## config.mk

```make
export PLATFORM = sky130hd
export DESIGN_NAME = multi_voice_counter
export DESIGN_NICKNAME = d
export VERILOG_FILES = /design/src/rtl/multi_voice_counter_pkg.sv /design/src/rtl/multi_voice_counter_channel.sv /design/src/rtl/multi_voice_counter.sv
export SDC_FILE = /design/constraint.sdc
export NUM_CORES = 1
export LEC_CHECK = 0
export BUFFER_PORTS_ARGS = -buffer_cell sky130_fd_sc_hd__buf_2
export CAP_MARGIN = 40
export CORE_MARGIN = 1
export CORE_UTILIZATION = 55
export CTS_CLUSTER_SIZE = 40
export DETAILED_ROUTE_END_ITERATION = 6
export GPL_ROUTABILITY_DRIVEN = 0
export PLACE_DENSITY = 0.75
export SLEW_MARGIN = 20
export SYNTH_ARGS = -nofsm -noshare
export SYNTH_HDL_FRONTEND = slang
export SYNTH_SLANG_ARGS = --single-unit
```

## constraint.sdc

```tcl
create_clock -name clk -period 8.06 [get_ports clk]
set_input_delay 0.806 -clock clk [delete_from_list [all_inputs] [get_ports clk]]
set_output_delay 0.806 -clock clk [all_outputs]
set_load 0.02 [all_outputs]
```

## src/rtl/multi_voice_counter_pkg.sv

```systemverilog
// Shared definitions for the multi-voice drum period counter.
package multi_voice_counter_pkg;

  // Per-channel run state; busy is simply "state == ST_RUN".
  typedef enum logic {
    ST_IDLE = 1'b0,
    ST_RUN  = 1'b1
  } voice_state_t;

  localparam int DEF_CHANNELS  = 4;
  localparam int DEF_WIDTH     = 15;
  localparam int DEF_LEN_WIDTH = 8;

endpackage

```

## src/rtl/multi_voice_counter_channel.sv

```systemverilog
// One drum voice: counts enabled ticks up to a captured limit, toggles the
// square wave on every wrap and stops itself after a captured number of wraps
// (length 0 means run until retriggered).
//
//   state   | meaning
//   --------+-------------------------------------------------------------
//   ST_IDLE | stopped; count and wave held at 0, waiting for go
//   ST_RUN  | counting enabled ticks, wrapping at limit_q
module voice_channel_counter
  import multi_voice_counter_pkg::*;
#(
  parameter int WIDTH     = DEF_WIDTH,
  parameter int LEN_WIDTH = DEF_LEN_WIDTH
) (
  input  logic                 i_clk,
  input  logic                 i_rst,
  input  logic                 i_en,
  input  logic                 i_go,
  input  logic [WIDTH-1:0]     i_limit,
  input  logic [LEN_WIDTH-1:0] i_length,
  output logic [WIDTH-1:0]     o_count,
  output logic                 o_wave,
  output logic                 o_busy,
  output logic                 o_done
);

  voice_state_t         r_state;
  logic [WIDTH-1:0]     r_count;
  logic                 r_wave;
  logic [LEN_WIDTH-1:0] r_wraps;
  logic [WIDTH-1:0]     r_limit_q;
  logic [LEN_WIDTH-1:0] r_length_q;
  logic                 r_done;

  logic                 w_at_limit;
  logic [LEN_WIDTH-1:0] w_wraps_next;
  logic                 w_last_wrap;

  // Wrap and auto-stop detection from the captured settings only, so live
  // limit/length bus changes cannot disturb a running voice.
  assign w_at_limit   = (r_count == r_limit_q);
  assign w_wraps_next = r_wraps + LEN_WIDTH'(1);
  assign w_last_wrap  = (r_length_q != '0) && (w_wraps_next == r_length_q);

  // Channel FSM with all datapath registers; go has priority over everything.
  always_ff @(posedge i_clk or posedge i_rst) begin
    if (i_rst) begin
      r_state    <= ST_IDLE;
      r_count    <= '0;
      r_wave     <= 1'b0;
      r_wraps    <= '0;
      r_limit_q  <= '0;
      r_length_q <= '0;
      r_done     <= 1'b0;
    end else if (i_go) begin
      r_state    <= ST_RUN;
      r_limit_q  <= i_limit;
      r_length_q <= i_length;
      r_count    <= '0;
      r_wave     <= 1'b0;
      r_wraps    <= '0;
      r_done     <= 1'b0;
    end else begin
      r_done <= 1'b0;
      case (r_state)
        ST_RUN: begin
          if (i_en) begin
            if (!w_at_limit) begin
              r_count <= r_count + WIDTH'(1);
            end else if (w_last_wrap) begin
              r_state <= ST_IDLE;
              r_count <= '0;
              r_wave  <= 1'b0;
              r_wraps <= w_wraps_next;
              r_done  <= 1'b1;
            end else begin
              r_count <= '0;
              r_wave  <= ~r_wave;
              r_wraps <= w_wraps_next;
            end
          end
        end
        default: begin
          r_count <= '0;
          r_wave  <= 1'b0;
        end
      endcase
    end
  end

  assign o_count = r_count;
  assign o_wave  = r_wave;
  assign o_busy  = (r_state == ST_RUN);
  assign o_done  = r_done;

endmodule

```

## src/rtl/multi_voice_counter.sv

```systemverilog
// Multi-voice period counter: one independent voice_channel_counter per drum
// voice, with flat per-channel buses and a shared tick enable.
module multi_voice_counter
  import multi_voice_counter_pkg::*;
#(
  parameter int CHANNELS  = DEF_CHANNELS,
  parameter int WIDTH     = DEF_WIDTH,
  parameter int LEN_WIDTH = DEF_LEN_WIDTH
) (
  input  logic                          clk,
  input  logic                          reset,
  input  logic                          en,
  input  logic [CHANNELS-1:0]           go,
  input  logic [CHANNELS*WIDTH-1:0]     limit,
  input  logic [CHANNELS*LEN_WIDTH-1:0] length,
  output logic [CHANNELS*WIDTH-1:0]     count,
  output logic [CHANNELS-1:0]           wave,
  output logic [CHANNELS-1:0]           busy,
  output logic [CHANNELS-1:0]           done
);

  // One channel per voice; channel g owns slice g of every bus.
  for (genvar g = 0; g < CHANNELS; g++) begin : g_voice
    voice_channel_counter #(
      .WIDTH     (WIDTH),
      .LEN_WIDTH (LEN_WIDTH)
    ) u_voice (
      .i_clk    (clk),
      .i_rst    (reset),
      .i_en     (en),
      .i_go     (go[g]),
      .i_limit  (limit[g*WIDTH +: WIDTH]),
      .i_length (length[g*LEN_WIDTH +: LEN_WIDTH]),
      .o_count  (count[g*WIDTH +: WIDTH]),
      .o_wave   (wave[g]),
      .o_busy   (busy[g]),
      .o_done   (done[g])
    );
  end

endmodule

```

==> impl_metrics.tcl, run 1 <==
set metrics [dict create \
    postCtsSetupBuffers 0 \
    top_layer_used "met4" \
    status "completed" \
    cts_root_buf "clkbuf_16" \
    ys.flop_type "dfrtp_1" \
    cts_buffers 17 \
    yosysWarnings 0 \
    rrSetupSlack_ns 5.48 \
    cts_tree "yes" \
    start_util_pct 57.1 \
    grt_pass1_vias 7022 \
    met2_length_um 10500 \
    critical_path_arrival_ns 2.94 \
    worstPathCellList "ha_1 > nand3_1 > o31ai_1 > mux2i_1 > a21oi_1 > nor4b_1 > and3_1" \
    timing.final.crit_share_pct 32.0 \
    dp_hpwl_um 14800 \
    fmax_mhz 388 \
    nets 1176 \
    finalClockSkew_ns 0.0133 \
    synth_cell_types 56 \
    slowest_stage "nor4b_1" \
    crit_path_max_fanout 8 \
    p_sw_share_pct 24.8 \
    routed_wl_um 21500 \
    netlist.area_leader.share_pct 49.2 \
    pwr-share-comb_pct 9.5 \
    antenna_found_initial 0 \
    synth_area_leaders "dfrtp_1 49%, mux2_2 10%, xnor2_1 9.0%, xor2_1 5.3%, nor2_1 3.3%" \
    rsz0062_at_grt "false" \
    final.setup.tns_ns 0 \
    post_cts_resized 0 \
    syn_inst 921 \
    maxSlewHeadroom_pct 50.0 \
    critPathMaxStageDelay_ns 0.52 \
    worst_ep_required_time_ns 8.42 \
    first_pass_iters 5 \
    grt_max_degree 121 \
    wl_per_cell_um 16.4 \
    finalSetupViolCount 0 \
    setup_ws_ns 5.48 \
    hold_violations 0 \
    critPathCaptureType "flop" \
    via_per_inst 5.60 \
    syn_avg_cell_area_um2 10.8 \
    maxCapViolCount 0 \
    synth_xor_area_share_pct 14.3 \
    power_switching_w 0.000543 \
    path_clk_slew_ns 0.07 \
    fillCellCount 1380 \
    port-buffer-count 170 \
    cp_top_family "simple AND/OR/NAND/NOR gates" \
    track_usage_pct 23.9 \
    holdBufCountCts 0 \
    synth-seq-cells 196 \
    critPathKind "reg -> reg" \
    synth_common_cells "196 x dfrtp_1, 103 x xnor2_1, 90 x mux2_2" \
    synth_top_family_by_area "simple AND/OR/NAND/NOR gates" \
    synthArstFlopShare_pct 100 \
    die_height_um 137 \
    ant_nets 0 \
    layout_min_cycle_time_ns 2.58 \
    ys_seq_area_share_pct 49.2 \
    synthAdderAreaFrac_pct 1.00 \
    clk_path_buf_depth 2 \
    cts_max_level 4 \
    area_growth_pct 16.2 \
    clkPwrFrac_pct 41.2 \
    met3_length_um 878 \
    synth_edf_count 0 \
    synth_mux_area_share_pct 10.9 \
    rows 48 \
    power_frac_seq_pct 49.3 \
    synth_compound_area_share_pct 5.92 \
    yosysTopAreaCell "dfrtp_1" \
    intPower_w 0.00165 \
    grt.overflow.total 0 \
    clkLatencyLatePin_ns 0.43 \
    slew_violations 0 \
    die-area_mm2 0.0187 \
    worst-path-buf-inv 0 \
    cts_sinks 196 \
    p_leak_nw 5.15 \
    p_per_area_mw_per_mm2 189 \
    drt_iter0_markers 455 \
    vias 7321 \
    grt_pass1_wl_um 34800 \
    yosys.cell_count.top_type "dfrtp_1" \
    wirelength_met1_um 9740 \
    cp-start-kind "flop" \
    vdd_drop_max_uv 138 \
    io_pins 171 \
    synthesis.area_mm2 0.00998 \
    hold_class "in -> async" \
    place_ws_ns 5.22 \
    core_area_mm2 0.0175 \
    diodes 0 \
    drc 0 \
    layout-drive-gt1-share_pct 28.5 \
    yosys.area_share.simple_pct 16.1 \
    worst_slew_pin_slew_ns 0.750 \
    die_x_um 137 \
    synth_nets 1028 \
]
[per-layer routing]
layer  GRT usage (%)  vias to the layer above
li1                -                     3525
met4            8.58                        0
met3            3.89                       27
met2            39.0                      171
met1            32.1                     3598
met5               0                        -
[power groups by stage]
stage,Combinational [W],Sequential [W],Clock [W]
3_3_place_gp,0.000201,0.00110,0
4_1_cts,0.000208,0.00108,0.000921
5_1_grt,0.000230,0.00109,0.000960
3_5_place_dp,0.000207,0.00110,0
2_1_floorplan,0.000148,0.00109,0
6_report,0.000207,0.00108,0.000903
[layout by cell type (no fill, tap or decap), types with 4 or more instances in the layout]
master	count
nor4_1	12
o21a_1	6
dfrtp_1	196
nor3_1	16
a21oi_1	28
nand2b_1	4
or4_1	4
and2_1	4
nor2_1	88
mux2_2	90
or2_2	4
or3_1	12
and3_1	14
nand4_1	31
nor3b_1	5
and4_1	9
a21o_1	4
ha_1	8
o21ai_0	25
nand3b_1	4
clkbuf_16	17
mux2i_1	7
nor2b_1	10
inv_6	5
buf_2	170
nand2_1	48
xor2_1	60
xnor2_1	103
inv_1	11
nand3_1	36
[registers in the layout, indices dropped and copies added (netlist names)]
register / cells
g_voice.u_voice.o_wave: 4
g_voice.u_voice.r_limit_q: 60
g_voice.u_voice.o_count: 60
g_voice.u_voice.r_length_q: 32
g_voice.u_voice.r_wraps: 32
g_voice.u_voice.o_busy: 4
g_voice.u_voice.o_done: 4
[cell families after synthesis]
logic type,count (synthesis)
muxes,97
DFF,196
and+or+nand+nor,308
AOI/OAI and AO/OA,92
adders and majority gates,8
xor gates and xnor gates,163
buffers and inverters,57
[worst paths after layout]
kind | cells past startpoint | endpoint | start
max in group asynchronous | 4 | g_voice[1].u_voice.o_count[13] | reset
worst max register to register | 7 | g_voice[1].u_voice.o_done | g_voice[1].u_voice.r_wraps[0]
worst max-delay path | 7 | g_voice[1].u_voice.o_done | g_voice[1].u_voice.r_wraps[0]
worst min register to register | 1 | g_voice[1].u_voice.r_limit_q[5] | g_voice[1].u_voice.r_limit_q[5]
min in group clk | 1 | g_voice[1].u_voice.r_limit_q[5] | g_voice[1].u_voice.r_limit_q[5]
worst min-delay path | 2 | g_voice[0].u_voice.r_limit_q[4] | reset
[metrics by stage]
stage	hold WS, ns	cell area [um2]	instances	util [%]	total power (W)
floorplan	0.500	9980	921	-	0.00124
global placement	0.511	10900	1273	62.4	0.00130
detailed placement	0.517	10900	1274	62.6	0.00131
CTS	0.535	11600	1306	66.2	0.00221
global route	0.261	11600	1307	66.3	0.00228
finish	0.273	11600	1307	66.3	0.00219
[final cells by class]
| cell class | instances | area [um2] | share of cell area [%] |
|---|---|---|---|
| tap | 225 | 282 | 2.43 |
| timing repair buffer | 174 | 921 | 7.94 |
| sequential | 196 | 4900 | 42.3 |
| inverter | 12 | 52.6 | 0.453 |
| clock buffer | 18 | 439 | 3.79 |
| multi-input combinational | 668 | 4810 | 41.5 |
| clock inverter | 14 | 186 | 1.61 |
No activity file was read; power rests on OpenSTA's default activity.
==> run 2, diff against run 1 <==
--- a/config.mk
+++ b/config.mk
@@ -8,11 +8,11 @@
 export BUFFER_PORTS_ARGS = -buffer_cell sky130_fd_sc_hd__buf_2
 export CAP_MARGIN = 40
 export CORE_MARGIN = 1
-export CORE_UTILIZATION = 55
+export CORE_UTILIZATION = 51
 export CTS_CLUSTER_SIZE = 40
 export DETAILED_ROUTE_END_ITERATION = 6
 export GPL_ROUTABILITY_DRIVEN = 0
-export PLACE_DENSITY = 0.75
+export PLACE_DENSITY = 0.73
 export SLEW_MARGIN = 20
 export SYNTH_ARGS = -nofsm -noshare
 export SYNTH_HDL_FRONTEND = slang
==> constraint.sdc (replaced) <==
create_clock -name clk -period 2.3 [get_ports clk]
set_input_delay 0.23 -clock clk [delete_from_list [all_inputs] [get_ports clk]]
set_output_delay 0.23 -clock clk [all_outputs]
set_load 0.02 [all_outputs]
==> impl_metrics.tcl, run 2 (synthesized netlist as in run 1, its figures left out) <==
set metrics [dict create \
    diodes 0 \
    crit_path_max_fanout 10 \
    clkPwrFrac_pct 40.1 \
    postCtsSetupBuffers 0 \
    clkLatencyLatePin_ns 0.43 \
    finalSetupViolCount 0 \
    design_power_total_w 0.00759 \
    port-buffer-count 170 \
    nets 1221 \
    area_growth_pct 20.0 \
    grt.overflow.total 0 \
    rows 50 \
    vias 7463 \
    antenna_found_initial 0 \
    critical_path_arrival_ns 2.49 \
    layout_min_cycle_time_ns 2.17 \
    layout-drive-gt1-share_pct 31.3 \
    io_pins 171 \
    cts_sinks 196 \
    p_per_area_mw_per_mm2 634 \
    grt_pass1_vias 7189 \
    core_area_mm2 0.0190 \
    clk_path_buf_depth 2 \
    r2r_cells 7 \
    vdd_drop_max_uv 451 \
    p_leak_nw 5.36 \
    dp_hpwl_um 16200 \
    p_sw_share_pct 25.4 \
    cts_root_buf "clkbuf_16" \
    routed_wl_um 22000 \
    rsz0062_at_grt "false" \
    first_pass_iters 4 \
    power_switching_w 0.00193 \
    cts_max_level 4 \
    grt_pass1_wl_um 36400 \
    cts_tree "yes" \
    maxSlewHeadroom_pct 56.3 \
    drt_iter0_markers 339 \
    rrSetupSlack_ns 0.13 \
    grt_max_degree 47 \
    cts_buffers 17 \
    die-area_mm2 0.0201 \
    maxCapViolCount 0 \
    holdWs_ns 0.0183 \
    critPathKind "reg -> reg" \
    die_x_um 142 \
    track_usage_pct 23.0 \
    hold_violations 0 \
    timing.final.crit_share_pct 94.3 \
    path_clk_slew_ns 0.07 \
    fmax_mhz 461 \
    whs_path_depth 3 \
    status "completed" \
    mostFrequentLayoutCells "195 x dfrtp_1, 170 x buf_2, 103 x xnor2_1" \
    drc 0 \
    die_height_um 142 \
    hold_class "in -> reg" \
    via_per_inst 5.38 \
    ant_nets 0 \
    intPower_w 0.00567 \
    power_frac_seq_pct 49.8 \
    worst_ep_required_time_ns 2.62 \
    critPathCaptureType "flop" \
    worst_slew_pin_slew_ns 0.654 \
    cp-start-kind "flop" \
    final_util_pct 63.1 \
    finalClockSkew_ns 0.0122 \
    wl_per_cell_um 15.9 \
    pwr-share-comb_pct 10.1 \
    slew_violations 0 \
    final_common_cell "dfrtp_1" \
    start_util_pct 52.6 \
]
==> run 2: cell types whose count changed in the layout (fill, tap and decap cells not counted) <==
cell,previous run,this run
buf_12,0,5
buf_16,2,0
buf_4,2,43
bufinv_16,3,2
clkbuf_1,0,1
clkbuf_8,1,0
clkinv_4,2,3
clkinvlp_4,1,3
dfrtp_1,196,195
dfrtp_2,0,1
dlygate4sd3_1,0,1
ha_1,8,7
ha_2,0,1
inv_6,5,3
==> run 2: layer usage <==
layer  vias up  wire length, um  global-route usage [%]
met5         -                0                       0
met2       133            11000                    38.2
met4         0              304                    7.02
met1      3694            10100                    30.7
met3        28              680                    3.95
li1       3608                -                       -
==> run 2: repair_timing <==
action,in CTS,in global routing
hold buffers,1,0
endpoints found under the setup margin,0,3
hold endpoints to repair,18,0
gates resized for setup,0,2
==> run 2: power groups by stage <==
stage | registers (W) | clock network [W] | logic [W]
floorplan | 0.00382 | 0 | 0.000518
global placement | 0.00385 | 0 | 0.000760
detailed placement | 0.00385 | 0 | 0.000774
CTS | 0.00379 | 0.00311 | 0.000779
global route | 0.00381 | 0.00325 | 0.000852
finish | 0.00378 | 0.00304 | 0.000767
==> run 2: critical path: stages, from the launching register on <==
cell and delay [ns]:
dfrtp_1 0.43, ha_1 0.32, a21o_1 0.20, a21oi_1 0.14
o211ai_1 0.09, and3_1 0.19, or4_1 0.52, a21o_1 0.19
==> run 2: final cells by class <==
cell class | count | area (um2)
Fill cell | 1580 | 6990
Sequential cell | 196 | 4910
Multi-Input combinational cell | 668 | 4810
Timing Repair Buffer | 219 | 1280
Clock buffer | 18 | 429
Tap cell | 260 | 325
Clock inverter | 14 | 166
Inverter | 12 | 48.8
==> run 2: metrics by stage <==
step                cells  TNS, ns  instance area [um2]  setup WS (ns)
global placement     1354        0                11400          0.171
finish               1387        0                12000          0.131
global route         1387        0                12000        0.00126
detailed placement   1354        0                11400          0.158
CTS                  1387        0                12000          0.133
floorplan             921   -90.63                 9980         -0.462
==> run 2: final timing paths <==
kind / endpoint / startpoint
hold reg to reg: g_voice[3].u_voice.r_limit_q[11] / g_voice[3].u_voice.r_limit_q[11]
setup reg to reg: g_voice[2].u_voice.o_busy / g_voice[2].u_voice.r_wraps[1]
setup / recovery: g_voice[2].u_voice.o_busy / g_voice[2].u_voice.r_wraps[1]
max in group asynchronous: g_voice[3].u_voice.o_count[2] / reset
min in group asynchronous: g_voice[1].u_voice.r_limit_q[2] / reset
hold / removal: g_voice[0].u_voice.r_length_q[2] / length[2]
